--- config.mk ---
export PLATFORM = sky130hd
export DESIGN_NAME = vote_tx
export DESIGN_NICKNAME = d
export VERILOG_FILES = /design/src/rtl/vote_tx_pkg.sv /design/src/rtl/vote_tx_shreg.sv /design/src/rtl/vote_tx.sv
export SDC_FILE = /design/constraint.sdc
export NUM_CORES = 1
export LEC_CHECK = 0
export CORE_MARGIN = 8
export CORE_UTILIZATION = 56
export CTS_CLUSTER_SIZE = 30
export DETAILED_ROUTE_END_ITERATION = 6
export DONT_BUFFER_PORTS = 1
export GPL_ROUTABILITY_DRIVEN = 0
export PLACE_DENSITY_LB_ADDON = 0.3
export RECOVER_POWER = 100
export SLEW_MARGIN = 10
export SYNTH_ARGS = -nofsm -noshare
export SYNTH_HDL_FRONTEND = slang
export SYNTH_HIERARCHICAL = 1
export SYNTH_SLANG_ARGS = --single-unit
--- constraint.sdc ---
create_clock -name clk -period 3.3 [get_ports clk]
set_input_delay 0.33 -clock clk [delete_from_list [all_inputs] [get_ports clk]]
set_output_delay 0.33 -clock clk [all_outputs]
set_load 0.05 [all_outputs]
--- src/rtl/vote_tx_pkg.sv ---
// Shared definitions for the ballot transmitter: voter-class codes, default
// ballot widths, frame length and the FSM state encoding.
package vote_tx_pkg;

  localparam int NP_W_DFLT  = 32;
  localparam int VIP_W_DFLT = 8;
  localparam int FRAME_LEN  = NP_W_DFLT + VIP_W_DFLT + 1;

  typedef enum logic [1:0] {
    CLS_NP   = 2'b00,
    CLS_VIP  = 2'b01,
    CLS_VVIP = 2'b10
  } cls_e;

  typedef enum logic {
    IDLE = 1'b0,
    SEND = 1'b1
  } state_e;

endpackage

--- src/rtl/vote_tx_shreg.sv ---
// Frame shift register: parallel load of the whole ballot, MSB first, then
// shift left one position per accepted token. The MSB is the current token.
module vote_tx_shreg #(
  parameter int W = vote_tx_pkg::FRAME_LEN
) (
  input  logic         clk,
  input  logic         rst_n,
  input  logic         load_i,
  input  logic         shift_i,
  input  logic [W-1:0] data_i,
  output logic         msb_o
);

  logic [W-1:0] sh_q;

  // Load has priority; a shift moves the next token into the MSB.
  // NOTE: this is a plain register, not a memory, so it takes the async reset
  // and the current token reads 0 out of reset.
  always_ff @(posedge clk or negedge rst_n) begin
    if (!rst_n) begin
      sh_q <= '0;
    end else if (load_i) begin
      sh_q <= data_i;
    end else if (shift_i) begin
      sh_q <= {sh_q[W-2:0], 1'b0};
    end
  end

  assign msb_o = sh_q[W-1];

endmodule

--- src/rtl/vote_tx.sv ---
// Ballot transmitter: captures {np, vip, vvip} on a load handshake, then
// streams one tagged token per accepted cycle over a valid/ready link.
// Every output comes from registered state only.
module vote_tx
  import vote_tx_pkg::*;
#(
  parameter int NP_W  = NP_W_DFLT,
  parameter int VIP_W = VIP_W_DFLT
) (
  input  logic             clk,
  input  logic             rst_n,
  input  logic             ld_valid,
  output logic             ld_ready,
  input  logic [NP_W-1:0]  np,
  input  logic [VIP_W-1:0] vip,
  input  logic             vvip,
  output logic             tx_valid,
  input  logic             tx_ready,
  output logic             tx_bit,
  output logic [1:0]       tx_cls,
  output logic             tx_last,
  output logic [6:0]       ones_sent,
  output logic             done
);

  localparam int FLEN  = NP_W + VIP_W + 1;
  localparam int IDX_W = $clog2(FLEN);

  state_e           state_q, state_d;
  logic [IDX_W-1:0] idx_q, idx_d;
  logic [6:0]       ones_q, ones_d;
  logic             done_q, done_d;
  logic             load, shift;
  cls_e             cls;

  vote_tx_shreg #(.W(FLEN)) u_shreg (
    .clk    (clk),
    .rst_n  (rst_n),
    .load_i (load),
    .shift_i(shift),
    .data_i ({np, vip, vvip}),
    .msb_o  (tx_bit)
  );

  // State, index, popcount and done registers.
  // NOTE: sequential state uses non-blocking assignments so every register
  // samples the pre-edge values regardless of statement order.
  always_ff @(posedge clk or negedge rst_n) begin
    if (!rst_n) begin
      state_q <= IDLE;
      idx_q   <= '0;
      ones_q  <= '0;
      done_q  <= 1'b0;
    end else begin
      state_q <= state_d;
      idx_q   <= idx_d;
      ones_q  <= ones_d;
      done_q  <= done_d;
    end
  end

  // Next-state logic: load in IDLE, advance one token per handshake in SEND.
  // The index returns to 0 with the last token so IDLE decodes as class np.
  // NOTE: every signal gets a default first so no path leaves it unassigned,
  // which would infer a latch.
  always_comb begin
    state_d = state_q;
    idx_d   = idx_q;
    ones_d  = ones_q;
    done_d  = 1'b0;
    load    = 1'b0;
    shift   = 1'b0;
    case (state_q)
      IDLE: begin
        if (ld_valid) begin
          load    = 1'b1;
          state_d = SEND;
          idx_d   = '0;
          ones_d  = '0;
        end
      end
      SEND: begin
        if (tx_ready) begin
          shift  = 1'b1;
          ones_d = ones_q + 7'(tx_bit);
          if (tx_last) begin
            state_d = IDLE;
            idx_d   = '0;
            done_d  = 1'b1;
          end else begin
            idx_d = idx_q + 1'b1;
          end
        end
      end
    endcase
  end

  // Voter class decoded from the token position.
  always_comb begin
    if (idx_q < IDX_W'(NP_W))              cls = CLS_NP;
    else if (idx_q < IDX_W'(NP_W + VIP_W)) cls = CLS_VIP;
    else                                    cls = CLS_VVIP;
  end

  assign ld_ready  = (state_q == IDLE);
  assign tx_valid  = (state_q == SEND);
  assign tx_cls    = cls;
  assign tx_last   = (idx_q == IDX_W'(FLEN - 1));
  assign ones_sent = ones_q;
  assign done      = done_q;

endmodule

==> flow_summary.json <==
{
  "dp_cells": 293,
  "synthFlopType": "dfrtp_1",
  "seqCellArea_sq_um": 1400,
  "nFillCells": 397,
  "grt_setup_unrepaired": "false",
  "area_growth_pct": 1.76,
  "crit_path_cell_trace": "nand2_1 > inv_1 > buf_12 > mux2i_1 > o21ai_0",
  "die_height_um": 85.4,
  "fin_cells": 302,
  "pin_count": 59,
  "drtAntennaViolNets": 0,
  "violations": "max-capacitance violations, max-slew violations",
  "critPathCaptureType": "register",
  "dr.pass1.iters": 4,
  "pwr-share-clk_pct": 20.2,
  "min_period_ns": 2.58,
  "synthDominantCellAreaShare_pct": 52.0,
  "vias": 1771,
  "first_global_vias": 1735,
  "cpLargestDelayFamily": "buffers and inverters",
  "path_buf_inv": 2,
  "holdCritPathClass": "in -> reg",
  "ys_top_cells_by_area": "dfrtp_1 52%, mux2i_1 15%, nand2_1 7.1%, o21ai_1 7.1%, buf_12 3.0%",
  "fin_skew_ns": 0.00290,
  "timing.fmax_mhz": 388,
  "ctsLongestPathBuffers": 2,
  "fp.dieW_um": 85.4,
  "worst_slack_ns": 0.722,
  "synth_compound_area_share_pct": 13.4,
  "outcome": "complete, but fails checks",
  "seqPwrFrac_pct": 63.5,
  "powerDensity_nw_per_um2": 630,
  "ys_async_sr_fraction_pct": 100,
  "grt_max_degree": 57,
  "cp.arrival_ns": 2.76,
  "synth_cells": 252,
  "period_share_pct": 78.1,
  "p_int_w": 0.00114,
  "routedWlPerCell_um": 16.7,
  "drc": 0,
  "synth_xor_area_share_pct": 0.974,
  "drv_cap": 1,
  "synthSimpleGateAreaFrac_pct": 10.9,
  "wl_mm": 5.05,
  "vdd_ir_drop_max_mv": 0.311,
  "start_kind": "register",
  "dpl.hpwl_mm": 3.61,
  "critical_path_class": "reg -> reg",
  "grt_overflow": 0,
  "clkTransAtPathRegs_ns": 0.09,
  "num_antenna_cells": 0,
  "antenna_found_initial": 0,
  "worst_pin_slew_ns": 1.53,
  "pwr-share-comb_pct": 16.3,
  "grt_pass1_wl_mm": 8.29,
  "dieArea_sq_um": 7290,
  "finalHoldViolCount": 0,
  "max_slew_margin_pct": -1.96,
  "place_area_sq_um": 2660,
  "drive_gt1_share_pct": 6.05,
  "ys_seq_area_share_pct": 52.0,
  "cts_tree": "done",
  "port_buffers": 0,
  "multi_input_area_sq_um": 1130,
  "clkLatencyLatePin_ns": 0.30,
  "fin_util_pct": 58.5,
  "initial_core_util_pct": 57.5,
  "r2r_start": "tx_valid",
  "synth_edf_count": 0,
  "synth_adder_area_share_pct": 1.39,
  "swShare_pct": 34.0,
  "syn_area_sq_um": 2700,
  "cts_buffers": 5,
  "cts_resized": 0,
  "track_usage_pct": 14.2,
  "path_max_fanout": 26,
  "synthMuxAreaShare_pct": 15.2,
  "row_count": 25,
  "finalSetupViolCount": 0,
  "cts-root-buf": "clkbuf_8",
  "cpMaxStageDelayCell": "dfrtp_1",
  "critPathLaunch": "tx_valid",
  "crit_path_max_incr_delay_ns": 0.79,
  "yosysUniqueCellTypes": 36,
  "p_switching_w": 0.000587,
  "yosysTopAreaCell": "dfrtp_1",
  "synth_area_per_cell_sq_um": 10.7,
  "core_sq_um": 4690,
  "holdCritStartpoint": "np[24]",
  "finalMaxSlewViolations": 1,
  "synth.net_count": 300,
  "ys_ff_latch": 56,
  "totalNegativeSetupSlack_ns": 0,
  "clock-sinks": 56,
  "final_nets": 296,
  "p_leak_nw": 1.26,
  "pre_cts_ws_ns": 1.02,
  "final_cell_area_sq_um": 2740,
  "cp.required_ns": 3.48,
  "drtIter0Drc": 106,
  "viasPerCell": 5.86,
  "synthesis.yosys.warnings": 6,
  "h-tree-depth": 2,
  "synth_top_family_by_area": "multiplexers"
}
-- flip-flops by register name, summed over array words and instances (netlist names) --
name and cells:
done 1, idx_q 6, ones_sent 7, tx_valid 1
u_shreg/sh_q 41
-- cell usage in the layout (no fill, tap or decap) --
cell type,n
o21ai_1,1
inv_2,1
clkbuf_1,1
inv_1,4
a22o_1,2
o31ai_1,2
nand3_1,4
nor4b_1,1
clkbuf_2,1
o22a_1,1
nor2_1,2
o21bai_1,1
ha_1,3
o211ai_1,2
clkbuf_8,5
nand3_4,1
nor3b_1,1
a32o_1,1
or3_2,1
nand2b_1,3
o2bb2ai_1,1
clkinv_2,1
or4_1,2
dlygate4sd3_1,1
dfrtp_1,56
nand2_1,51
buf_12,1
buf_4,2
o41ai_1,1
o311ai_0,1
xnor2_1,1
xor2_1,2
mux2i_1,41
a31o_2,1
o21ai_2,1
o21ai_0,44
a21oi_1,2
o21a_1,1
-- metal layers --
layer | vias up | track usage, % | part of all wire [%]
met3 | 5 | 5.41 | 6.7
met2 | 47 | 21.4 | 46
met4 | 0 | 4.30 | 1.2
met1 | 848 | 18.3 | 46
li1 | 871 | - | -
met5 | - | 0 | 0
-- Yosys cell counts (2+ instances only) --
master	count
a22o_1	2
mux2i_1	41
buf_4	2
nand2_1	51
nand2b_1	3
o21ai_1	38
buf_12	4
ha_1	3
a21oi_1	2
inv_1	5
dfrtp_1	56
nand3_1	4
clkbuf_1	3
o21ai_0	7
o31ai_1	2
xor2_1	2
buf_2	5
o211ai_1	2
or4_1	2
nor2_1	2
-- through the flow --
stage | power (W) | hold WS (ns)
2_1_floorplan | 0.00132 | 0.0344
3_3_place_gp | 0.00138 | 0.0363
3_5_place_dp | 0.00140 | 0.0364
4_1_cts | 0.00176 | 0.144
5_1_grt | 0.00183 | 0.139
6_report | 0.00173 | 0.145
-- worst paths after layout --
path / end / slack (ns) / cells past startpoint
setup / recovery: u_shreg/sh_q[36] / 0.72 / 5
hold / removal: u_shreg/sh_q[33] / 0.15 / 2
setup reg to reg: u_shreg/sh_q[36] / 0.72 / 5
hold reg to reg: u_shreg/sh_q[21] / 0.56 / 2
max in group asynchronous: u_shreg/sh_q[29] / 1.64 / 2
min in group asynchronous: idx_q[5] / 0.85 / 2
-- worst register-to-register path, stage by stage (launching register included) --
cell,delay [ns]
dfrtp_1,0.79
nand2_1,0.27
inv_1,0.78
buf_12,0.30
mux2i_1,0.22
o21ai_0,0.10
-- power by group through the flow --
stage | clock, W | sequential, W | combinational, W
after floorplan | 0 | 0.00106 | 0.000264
after global placement | 0 | 0.00111 | 0.000272
after detailed placement | 0 | 0.00111 | 0.000287
after CTS | 0.000360 | 0.00110 | 0.000304
after global routing | 0.000387 | 0.00112 | 0.000325
final | 0.000350 | 0.00110 | 0.000281
-- final cells by class --
class                           instances  area share [%]
Sequential cell                        56            51.1
Inverter                                5           0.684
Clock inverter                          1           0.182
Timing Repair Buffer                    5            1.82
Multi-Input combinational cell        175            41.1
Tap cell                               54            2.46
Clock buffer                            6            2.64
-- what timing repair did --
action                                  CTS  global route
hold buffers                              2             0
endpoints found under the setup margin    0             0
hold endpoints to repair                 56             0
setup buffers                             0             0
-- logic make-up after synthesis --
group | count (synthesis)
fa+ha+maj | 3
simple gates | 66
mux | 41
flops | 56
xor+xnor | 3
compound gates | 62
buf+inv | 21
Power figures use the tool's default switching activity.
